**src/rtl/pc_sequencer.sv**
```systemverilog
// Fetch-stage PC sequencer: valid/ready handshake, trap/branch/return redirects, alignment check,
// saturating redirect counter. Optional return-address stack enabled by defining PC_RAS_EN.
module pc_sequencer #(
    parameter int                 WIDTH        = 32,
    parameter int                 STEP         = 1,
    parameter logic [WIDTH-1:0]   RESET_VECTOR = '0,
    parameter logic [WIDTH-1:0]   TRAP_VECTOR  = WIDTH'(32'h00000100),
    parameter int                 ALIGN_BITS   = 0,
    parameter int                 RAS_DEPTH    = 4,
    parameter int                 CNT_WIDTH    = 16
) (
    input  logic                 clk,
    input  logic                 rst,
    output logic [WIDTH-1:0]     pc,
    output logic                 pc_valid,
    input  logic                 pc_ready,
    input  logic                 branch_en,
    input  logic [WIDTH-1:0]     branch_target,
    input  logic                 trap_en,
    input  logic                 call_en,
    input  logic                 ret_en,
    output logic                 misalign,
    output logic                 ras_empty,
    output logic [CNT_WIDTH-1:0] redirect_count
);
    localparam logic [WIDTH-1:0] ALIGN_MASK = WIDTH'((64'd1 << ALIGN_BITS) - 64'd1);

    logic [WIDTH-1:0] pc_step;
    logic [WIDTH-1:0] ret_addr;
    logic             do_ret;

    assign pc_step = pc + WIDTH'(STEP);

`ifdef PC_RAS_EN
    localparam int PTR_W = (RAS_DEPTH > 1) ? $clog2(RAS_DEPTH) : 1;
    localparam int OCC_W = $clog2(RAS_DEPTH + 1);

    logic [WIDTH-1:0] stack [RAS_DEPTH];
    logic [PTR_W-1:0] top, top_inc, top_dec;
    logic [OCC_W-1:0] occ;
    logic             do_push;

    // top indexes the most recent entry; a push when full lands on the oldest slot
    assign top_inc   = (top == PTR_W'(RAS_DEPTH - 1)) ? '0 : top + 1'b1;
    assign top_dec   = (top == '0) ? PTR_W'(RAS_DEPTH - 1) : top - 1'b1;
    assign ras_empty = (occ == '0);
    assign ret_addr  = stack[top];
    assign do_ret    = ret_en && !trap_en && !branch_en && !ras_empty;
    assign do_push   = call_en && !trap_en;

    always_ff @(posedge clk or posedge rst) begin
        if (rst) begin
            top <= '0;
            occ <= '0;
        end else if (do_ret && !do_push) begin
            top <= top_dec;
            occ <= occ - 1'b1;
        end else if (do_push && !do_ret) begin
            top <= top_inc;
            if (occ != OCC_W'(RAS_DEPTH)) occ <= occ + 1'b1;
        end
    end

    // pop-then-push rewrites the current top in place
    always_ff @(posedge clk) begin
        if (do_push) stack[do_ret ? top : top_inc] <= pc_step;
    end
`else
    logic unused_ras;
    assign unused_ras = ^{call_en, ret_en};
    assign ras_empty  = 1'b1;
    assign ret_addr   = '0;
    assign do_ret     = 1'b0;
`endif

    always_ff @(posedge clk or posedge rst) begin
        if (rst) begin
            pc             <= RESET_VECTOR;
            pc_valid       <= 1'b0;
            misalign       <= 1'b0;
            redirect_count <= '0;
        end else begin
            pc_valid <= 1'b1;
            misalign <= 1'b0;
            if ((trap_en || branch_en || do_ret) && (redirect_count != '1))
                redirect_count <= redirect_count + 1'b1;
            if (trap_en) begin
                pc <= TRAP_VECTOR;
            end else if (branch_en) begin
                pc       <= branch_target & ~ALIGN_MASK;
                misalign <= |(branch_target & ALIGN_MASK);
            end else if (do_ret) begin
                pc <= ret_addr;
            end else if (pc_valid && pc_ready) begin
                pc <= pc_step;
            end
        end
    end
endmodule

```
**config.mk**
```make
export PLATFORM = sky130hd
export DESIGN_NAME = pc_sequencer
export DESIGN_NICKNAME = d
export VERILOG_FILES = /design/src/rtl/pc_sequencer.sv
export SDC_FILE = /design/constraint.sdc
export NUM_CORES = 1
export LEC_CHECK = 0
export ABC_CLOCK_PERIOD_IN_PS = 2500
export CAP_MARGIN = 5
export CORE_MARGIN = 4
export CORE_UTILIZATION = 44
export CTS_BUF_LIST = sky130_fd_sc_hd__clkbuf_4
export DETAILED_ROUTE_END_ITERATION = 10
export PLACE_DENSITY = 0.73
export SKIP_LAST_GASP = 1
export SYNTH_ARGS = -nofsm -noshare
export SYNTH_HDL_FRONTEND = slang
export SYNTH_SLANG_ARGS = --single-unit
```
**constraint.sdc**
```tcl
create_clock -name clk -period 2.5 [get_ports clk]
set_input_delay 0.375 -clock clk [delete_from_list [all_inputs] [get_ports clk]]
set_output_delay 0.375 -clock clk [all_outputs]
set_load 0.02 [all_outputs]
```
==> flow_metrics.env, run 1 <==
export IMPL_synth_seq_area_share_pct=43.2
export IMPL_die_area_um2=7800
export IMPL_leading_cell_types_by_total_area_after_synthesis="sky130_fd_sc_hd__dfrtp_1 43%, sky130_fd_sc_hd__xnor2_1 8.3%, sky130_fd_sc_hd__nand2_1 4.0%"
export IMPL_maxCapViolations=0
export IMPL_drt_pass1_iterations=5
export IMPL_cts_setup_buffers=0
export IMPL_clock_sink_count=49
export IMPL_grt_overflow_total=0
export IMPL_synthDistinctLibCells=41
export IMPL_globalplace_congestion=0.832
export IMPL_edff_count_synth=0
export IMPL_postSynth_topFlopCell="sky130_fd_sc_hd__dfrtp_1"
export IMPL_placeable_core_region_um2=6100
export IMPL_grt_first_pass_wirelength_um=12800
export IMPL_area_delta_synth_final_pct=35.6
export IMPL_fp_dieW_um=88.3
export IMPL_worst_hold_slack_ns=0.352
export IMPL_fmax_mhz=495
export IMPL_critical_path_arrival_ns=2.32
export IMPL_period_share_pct=80.8
export IMPL_ff_latch_area_um2=1230
export IMPL_number_of_hold_slack_violations_in_the_final_timing_report=0
export IMPL_power_share_clock_pct=22.0
export IMPL_antenna_cells=0
export IMPL_vias=2752
export IMPL_cellLeakagePower_nw=1.50
export IMPL_cts_resized=0
export IMPL_routed_wire_length_per_instance_um=16.2
export IMPL_wirelength_um=7770
export IMPL_start_util_pct=46.5
export IMPL_ys_warn_count=0
export IMPL_r2r_start="pc[7]"
export IMPL_syn_cell_area_um2=2840
export IMPL_post_route_cells_drive_above_1_share_pct=6.19
export IMPL_post_synth_top_area_cell="sky130_fd_sc_hd__dfrtp_1"
export IMPL_mean_post_synth_cell_area_um2=8.98
export IMPL_total_count_of_max_transition_violations_in_the_final_report=0
export IMPL_die_height_um=88.3
export IMPL_grt_start_max_net_pins=33
export IMPL_hold_path_class="primary input to async pin"
export IMPL_global_route_usage_total_pct=20.7
export IMPL_dpl_hpwl_um=5750
export IMPL_first_global_vias=2633
export IMPL_cts_tree="done"
export IMPL_async_reset_ff_share_pct=100
export IMPL_cts_hold_buffers=0
export IMPL_power_density_nw_per_um2=562
export IMPL_synth_largest_type_area_fraction_pct=43.2
export IMPL_clock_insertion_delay_worst_skew_ns=0.37
export IMPL_clock_path_buffers=2
export IMPL_cts_inserted_buffers=5
export IMPL_timing_worst_setup_path_type="flop to flop"
export IMPL_final_net_count=444
export IMPL_initial_antenna_violation_count=0
export IMPL_internal_power_mw=1.44
export IMPL_clkSlewWorstSetupHoldPaths_ns=0.15
export IMPL_cp_required_ns=2.80
export IMPL_swShare_pct=33.2
export IMPL_report_final_setup_viol=0
export IMPL_power_switching_uw=718
export IMPL_worst_slew_pin_transition_ns=0.546
export IMPL_cp_startpoint="pc[7]"
export IMPL_fin_tns_setup_ns=0
export IMPL_io_buffers=85
export IMPL_post_synth_inst_count=316
export IMPL_yosys_register_bits=49
export IMPL_drtAntennaViolNets=0
export IMPL_critPathCaptureType="flop"
export IMPL_comb_pwr_share_pct=30.6
export IMPL_drc=0
export IMPL_synth_cells_most_frequent="49 x sky130_fd_sc_hd__dfrtp_1, 30 x sky130_fd_sc_hd__nand2_1, 27 x sky130_fd_sc_hd__nor2_1, 27 x sky130_fd_sc_hd__xnor2_1, 22 x sky130_fd_sc_hd__a21oi_1"
export IMPL_start_kind="flop"
export IMPL_detail_route_vias_per_cell=5.75
export IMPL_power_ir_vdd_worst_v=0.000315
export IMPL_outcome="finished clean"
export IMPL_pwr_share_seq_pct=47.4
export IMPL_skew_ns=0.00944
export IMPL_final_fill_count=547
export IMPL_period_needed_ns=2.02
export IMPL_rsz0062_at_grt="false"
export IMPL_htree_num_levels=2
export IMPL_multiInputGateArea_um2=1500
export IMPL_max_slew_margin_pct=63.5
export IMPL_count_of_standard_cell_rows=28
export IMPL_timing_critical_path_fanout_max=10
export IMPL_cts_root_buf="sky130_fd_sc_hd__clkbuf_4"
export IMPL_synthMostInstantiatedCell="sky130_fd_sc_hd__dfrtp_1"
export IMPL_io_pin_count=90
export IMPL_drtIter0Drc=213
[per-layer routing]
layer,vias up,track usage (%),share of wire (%),wire (um)
met2,102,31.8,47,3660
li1,1318,-,-,-
met5,-,0,0,0
met1,1322,30.1,44,3410
met3,10,4.66,7.7,599
met4,0,4.53,1.3,104
[sequential cells by signal, summed over array words and instances (netlist names)]
register        count
pc                 32
redirect_count     16
pc_valid            1
[per-stage QoR]
| stage | util (%) | cells | setup WS, ns | instance area [um^2] | total power [mW] |
|---|---|---|---|---|---|
| 5_1_grt | 63.1 | 479 | 0.349 | 3850 | 2.29 |
| 4_1_cts | 63.1 | 479 | 0.483 | 3850 | 2.18 |
| 2_1_floorplan | - | 317 | 0.600 | 2840 | 1.36 |
| 6_report | 63.1 | 479 | 0.481 | 3850 | 2.16 |
| 3_3_place_gp | 61.8 | 471 | 0.348 | 3770 | 1.68 |
| 3_5_place_dp | 61.8 | 471 | 0.264 | 3770 | 1.71 |
[final timing paths]
check / end / slack, ns / cells after the start
worst max-delay path: pc[22] / 0.48 / 5
worst min-delay path: redirect_count[7] / 0.35 / 2
worst max register to register: pc[22] / 0.48 / 5
worst min register to register: redirect_count[14] / 0.53 / 1
max in group asynchronous: pc_valid / 1.55 / 3
min in group clk: redirect_count[14] / 0.53 / 1
[final cells by class]
cell class	instances	area share (%)
Clock buffer	6	1.17
Clock inverter	2	0.878
Inverter	7	0.683
Multi-Input combinational cell	245	38.9
Sequential cell	49	31.9
Tap cell	75	2.44
Timing Repair Buffer	95	24.1
[layout by cell type (no fill, tap or decap), drive strengths merged, types with 10 or more instances in the layout]
master / synthesis / layout
nand2: 31 / 31
xnor2: 27 / 27
dfrtp: 49 / 49
a21oi: 22 / 22
nor4: 12 / 12
buf: 5 / 10
nand3: 18 / 18
clkdlybuf4s50: 0 / 85
nand4: 16 / 16
and3: 10 / 10
nor2: 27 / 27
xor2: 10 / 10
a211oi: 13 / 13
[worst max-delay path, stage by stage, from the launching register on]
cell and delay, ns:
sky130_fd_sc_hd__dfrtp_1 0.49, sky130_fd_sc_hd__and4_1 0.38, sky130_fd_sc_hd__nand2_4 0.14, sky130_fd_sc_hd__or3_1 0.38
sky130_fd_sc_hd__or4_1 0.46, sky130_fd_sc_hd__nand3_1 0.10
[power groups by stage]
stage               clock network [mW]  logic (mW)  registers [mW]
global placement                     0       0.653            1.03
floorplan                            0       0.233            1.13
CTS                              0.486       0.671            1.02
global route                     0.523       0.722            1.05
finish                           0.476       0.661            1.02
detailed placement                   0       0.669            1.04
[kinds of logic after synthesis]
group                      synth area share, %
AOI/OAI and AO/OA                         13.0
xor gates and xnor gates                  11.4
adders and majority gates                0.882
buffers and inverters                     4.15
DFF                                       43.2
muxes                                     1.54
other                                    0.265
and+or+nand+nor                           25.5
(Power assumes the default switching activity.)
==> inputs of run 2 (changes only) <==
- ABC_CLOCK_PERIOD_IN_PS: 2500 -> 1900
- clock period: 2.5 -> 1.9 ns (I/O delays scaled with it)
==> run 2 against run 1 <==
Cell count rose by 6.7%. Routed wire length rose by 2.2%. First-iteration DRC count fell by 21%. Combinational power rose by 59%. Flip-flop and latch count did not move. Final area rose by 6.4%. Clock power rose by 3%. Via count rose by 2.4%. Worst setup slack got worse by 0.41 ns. Worst hold slack got worse by 0.14 ns. Power rose by 31%. Die area did not move.
==> flow_metrics.env, run 2 (same netlist as run 1, synthesis figures left out) <==
export IMPL_start_util_pct=46.5
export IMPL_die_height_um=88.3
export IMPL_clkSlewWorstSetupHoldPaths_ns=0.13
export IMPL_critical_path_reg2reg_endpoint="pc[22]"
export IMPL_worst_hold_slack_ns=0.214
export IMPL_power_switching_uw=946
export IMPL_power_ir_vdd_worst_v=0.000540
export IMPL_rsz0062_at_grt="true"
export IMPL_final_net_count=476
export IMPL_detail_route_vias_per_cell=5.52
export IMPL_worst_path_buf_inv=1
export IMPL_comb_pwr_share_pct=37.2
export IMPL_layout_cells_most_common_list="85 x sky130_fd_sc_hd__clkdlybuf4s50_1, 48 x sky130_fd_sc_hd__dfrtp_1, 41 x sky130_fd_sc_hd__buf_4"
export IMPL_io_buffers=85
export IMPL_timing_reg2reg_worst_path_depth=5
export IMPL_cp_slowest_cell="sky130_fd_sc_hd__clkdlybuf4s50_1"
export IMPL_drtAntennaViolNets=0
export IMPL_drc=0
export IMPL_outcome="finished clean"
export IMPL_vias=2819
export IMPL_place_inst=503
export IMPL_busiest_metal_layer_after_global_routing="met2"
export IMPL_cp_required_ns=1.62
export IMPL_drt_pass1_iterations=4
export IMPL_reg_largest_list="pc x32, redirect_count x16, pc_valid x1"
export IMPL_cts_hold_buffers=0
export IMPL_area_delta_synth_final_pct=44.3
export IMPL_initial_antenna_violation_count=0
export IMPL_critPathCaptureType="primary output"
export IMPL_critical_path_top_delay_family="buffers and inverters"
export IMPL_cts_tree="done"
export IMPL_die_area_um2=7800
export IMPL_clock_path_buffers=2
export IMPL_grt_start_max_net_pins=34
export IMPL_number_of_hold_slack_violations_in_the_final_timing_report=0
export IMPL_r2r_start="pc[18]"
export IMPL_cts_root_buf="sky130_fd_sc_hd__clkbuf_4"
export IMPL_antenna_cells=0
export IMPL_first_global_vias=2635
export IMPL_timing_critical_path_fanout_max=6
export IMPL_postLayoutCoreUtil_pct=67.2
export IMPL_pwr_share_seq_pct=45.6
export IMPL_register_ranked_first_by_flip_flop_count="pc"
export IMPL_power_density_nw_per_um2=691
export IMPL_dpl_hpwl_um=6030
export IMPL_global_route_usage_met3_pct=4.10
export IMPL_clock_insertion_delay_worst_skew_ns=0.36
export IMPL_timing_worst_setup_path_type="flop to primary output"
export IMPL_grt_util_met1_pct=31.0
export IMPL_critical_path_arrival_ns=1.55
export IMPL_cpPeakStageDelay_ns=0.68
export IMPL_cp_cell_sequence="clkdlybuf4s50_1"
export IMPL_hold_path_class="primary input to async pin"
export IMPL_fp_dieW_um=88.3
export IMPL_cts_inserted_buffers=5
export IMPL_largest_register_ffs=32
export IMPL_internal_power_mw=1.88
export IMPL_htree_num_levels=2
export IMPL_count_of_standard_cell_rows=28
export IMPL_ff_latch_area_um2=1230
export IMPL_mostFrequentLayoutCell="sky130_fd_sc_hd__clkdlybuf4s50_1"
export IMPL_period_share_pct=96.5
export IMPL_swShare_pct=33.4
export IMPL_clock_sink_count=49
export IMPL_met2_usage_pct=32.0
export IMPL_drtIter0Drc=169
export IMPL_global_route_usage_total_pct=20.9
export IMPL_timing_final_ws_setup_ns=0.0674
export IMPL_globalplace_congestion=0.834
export IMPL_start_kind="flop"
export IMPL_detailedPlace_worstSlack_ns=-0.0824
export IMPL_cellLeakagePower_nw=1.66
export IMPL_power_share_clock_pct=17.3
export IMPL_period_needed_ns=1.83
export IMPL_skew_ns=0.0133
export IMPL_final_fill_count=525
export IMPL_post_route_cells_drive_above_1_share_pct=14.0
export IMPL_fmax_mhz=546
export IMPL_routed_wire_length_per_instance_um=15.5
export IMPL_placeable_core_region_um2=6100
export IMPL_ff2ff_setup_slack_ns=0.12
export IMPL_io_pin_count=90
export IMPL_grt_overflow_total=0
export IMPL_multiInputGateArea_um2=1510
export IMPL_wirelength_um=7940
export IMPL_total_count_of_max_transition_violations_in_the_final_report=0
export IMPL_report_final_setup_viol=0
export IMPL_grt_first_pass_wirelength_um=12900
export IMPL_final_instance_count_excl_fill=511
export IMPL_maxCapViolations=0
[run 2: changes by cell type in the layout (fill, tap and decap cells not counted), sizes merged]
cell	delta
buf	+32
bufinv	-1
clkbuf	+1
[run 2: repair_timing]
action / 4_1_cts / 5_1_grt
setup buffers: 0 / 0
gates resized for setup: 0 / 3
setup endpoints to repair: 0 / 3
[run 2: stage by stage]
step	setup TNS (ns)	cell area, um^2	power [mW]
after detailed placement	-0.320	4020	2.37
after global routing	-0.0792	4090	3.01
after CTS	0	4080	2.86
final	0	4090	2.83
after global placement	-0.162	4020	2.34
after floorplan	0	2840	1.79
[run 2: how the worst max path moves through the flow]
stage | start | endpoint | cells past startpoint
global route | pc[1] | pc[24] | 6
finish | pc[11] | pc[11] | 1
floorplan | redirect_count[0] | redirect_count[1] | 6
global placement | pc_ready | pc[27] | 6
CTS | redirect_count[10] | redirect_count[1] | 5
detailed placement | pc_ready | pc[27] | 6
[run 2: layout make-up]
| type | instances | share of cell area (%) |
|---|---|---|
| clock inverter | 1 | 0.0917 |
| inverter | 7 | 0.642 |
| tap | 75 | 2.29 |
| multi-input combinational | 245 | 36.9 |
| timing repair buffer | 127 | 28.8 |
| sequential | 49 | 30.0 |
| clock buffer | 7 | 1.28 |
[run 2: metal layers]
layer / wire length [um] / part of all wire [%]
met4: 59 / 0.74
met3: 498 / 6.3
met2: 3650 / 46
met1: 3740 / 47
met5: 0 / 0
[run 2: power by group through the flow]
| stage | registers (mW) | logic [mW] | clock network [mW] |
|---|---|---|---|
| global placement | 1.29 | 1.04 | 0 |
| global route | 1.31 | 1.15 | 0.548 |
| finish | 1.29 | 1.05 | 0.489 |
| detailed placement | 1.31 | 1.06 | 0 |
| CTS | 1.29 | 1.06 | 0.507 |
| floorplan | 1.49 | 0.307 | 0 |
==> inputs of run 3 (changes only) <==
- CORE_ASPECT_RATIO: not set -> 1.2
- CTS_BUF_LIST: sky130_fd_sc_hd__clkbuf_4 -> not set
==> run 3 against run 2 <==
Clock power up 49%. Routed wire length up 0.16%. Flip-flop and latch count unchanged. Final area up 1.9%. Largest cell class unchanged. Highest routed layer unchanged.
==> flow_metrics.env, run 3 (same netlist as run 1, synthesis figures left out) <==
export IMPL_die_height_um=96.0
export IMPL_reg_largest_list="pc x32, redirect_count x16, pc_valid x1"
export IMPL_post_route_cells_drive_above_1_share_pct=14.2
export IMPL_routed_wire_length_per_instance_um=15.3
export IMPL_clock_sink_count=49
export IMPL_start_util_pct=46.0
export IMPL_worst_hold_slack_ns=0.325
export IMPL_cpPeakStageDelay_ns=0.69
export IMPL_cp_slowest_cell="sky130_fd_sc_hd__clkdlybuf4s50_1"
export IMPL_drt_pass1_iterations=4
export IMPL_power_ir_vdd_worst_v=0.000545
export IMPL_cts_tree="done"
export IMPL_skew_ns=0.0106
export IMPL_fmax_mhz=554
export IMPL_critical_path_top_delay_family="buffers and inverters"
export IMPL_drtAntennaViolNets=0
export IMPL_placeable_core_region_um2=6170
export IMPL_cts_inserted_buffers=5
export IMPL_start_kind="flop"
export IMPL_detail_route_vias_per_cell=5.49
export IMPL_timing_final_ws_setup_ns=0.0936
export IMPL_cp_cell_sequence="clkdlybuf4s50_1"
export IMPL_cts_hold_buffers=0
export IMPL_initial_antenna_violation_count=0
export IMPL_timing_worst_setup_path_type="flop to primary output"
export IMPL_grt_start_max_net_pins=50
export IMPL_htree_num_levels=2
export IMPL_first_global_vias=2724
export IMPL_io_pin_count=90
export IMPL_global_route_usage_total_pct=21.5
export IMPL_cellLeakagePower_nw=1.69
export IMPL_detailedPlace_worstSlack_ns=-0.0751
export IMPL_critical_path_arrival_ns=1.52
export IMPL_fin_tns_setup_ns=0
export IMPL_layout_cells_most_common_list="85 x sky130_fd_sc_hd__clkdlybuf4s50_1, 48 x sky130_fd_sc_hd__dfrtp_1, 42 x sky130_fd_sc_hd__buf_4"
export IMPL_mostFrequentLayoutCell="sky130_fd_sc_hd__clkdlybuf4s50_1"
export IMPL_total_count_of_max_transition_violations_in_the_final_report=0
export IMPL_wirelength_um=7960
export IMPL_period_share_pct=95.1
export IMPL_timing_critical_path_fanout_max=6
export IMPL_cts_resized=0
export IMPL_largest_register_ffs=32
export IMPL_maxCapViolations=0
export IMPL_clock_path_buffers=2
export IMPL_fp_dieW_um=81.3
export IMPL_placed_area_um2=4060
export IMPL_cp_required_ns=1.62
export IMPL_final_instance_count_excl_fill=519
export IMPL_drc=0
export IMPL_area_delta_synth_final_pct=47.0
export IMPL_critPathCaptureType="primary output"
export IMPL_place_inst=512
export IMPL_hold_path_class="primary input to async pin"
export IMPL_period_needed_ns=1.81
export IMPL_final_net_count=478
export IMPL_clkSlewWorstSetupHoldPaths_ns=0.09
export IMPL_vias=2851
export IMPL_power_density_nw_per_um2=734
export IMPL_cts_setup_buffers=0
export IMPL_grt_first_pass_wirelength_um=13300
export IMPL_final_design_area_no_fill_um2=4170
export IMPL_register_ranked_first_by_flip_flop_count="pc"
export IMPL_count_of_standard_cell_rows=31
export IMPL_report_final_setup_viol=0
export IMPL_globalplace_congestion=0.875
export IMPL_cts_root_buf="sky130_fd_sc_hd__clkbuf_8"
export IMPL_antenna_cells=0
export IMPL_die_area_um2=7800
export IMPL_number_of_hold_slack_violations_in_the_final_timing_report=0
export IMPL_grt_overflow_total=0
export IMPL_worst_path_buf_inv=1
export IMPL_outcome="finished clean"
export IMPL_rsz0062_at_grt="false"
export IMPL_clock_insertion_delay_worst_skew_ns=0.31
export IMPL_dpl_hpwl_um=5980
export IMPL_io_buffers=85
export IMPL_drtIter0Drc=136
==> run 3: cell count changes in the layout (fill, tap and decap cells not counted), sizes merged <==
| cell | change |
|---|---|
| buf | +2 |
| bufinv | +1 |
| clkbuf | -2 |
==> run 3: worst paths after layout <==
kind	cells past startpoint	from	end	slack (ns)
max	1	pc[11]	pc[11]	0.09
min	3	rst	pc[14]	0.32
max reg2reg	5	redirect_count[6]	redirect_count[1]	0.12
min reg2reg	1	redirect_count[7]	redirect_count[7]	0.52
max in group asynchronous	3	rst	pc[26]	1.34
min in group clk	1	redirect_count[7]	redirect_count[7]	0.52
==> run 3: layout make-up <==
type                            count  area (um^2)
Multi-Input combinational cell    245         1500
Fill cell                         523         2000
Clock buffer                        5         68.8
Inverter                            7         26.3
Clock inverter                      2         35.0
Timing Repair Buffer              129         1210
Tap cell                           82          103
Sequential cell                    49         1230
==> run 3: stage by stage <==
stage | util (%) | power [mW]
finish | 67.6 | 3.06
global route | 67.6 | 3.23
CTS | 67.5 | 3.09
detailed placement | 65.8 | 2.35
global placement | 65.8 | 2.33
floorplan | - | 1.79
==> run 3: per-layer routing <==
layer	track usage [%]	wire length, um	vias to the layer above
met4	6.62	121	0
met2	35.0	3850	95
met1	29.1	3510	1362
li1	-	-	1383
met5	0	0	-
met3	3.65	478	11
==> run 3: worst min-delay path, delay by kind of cell <==
kind                   cells  cell delay, ns
buffers and inverters      3            0.73
==> run 3: where the power goes <==
part,switching (mW),total (mW),internal [mW]
registers,0.133,1.30,1.17
clock network,0.344,0.727,0.383
logic,0.495,1.03,0.536
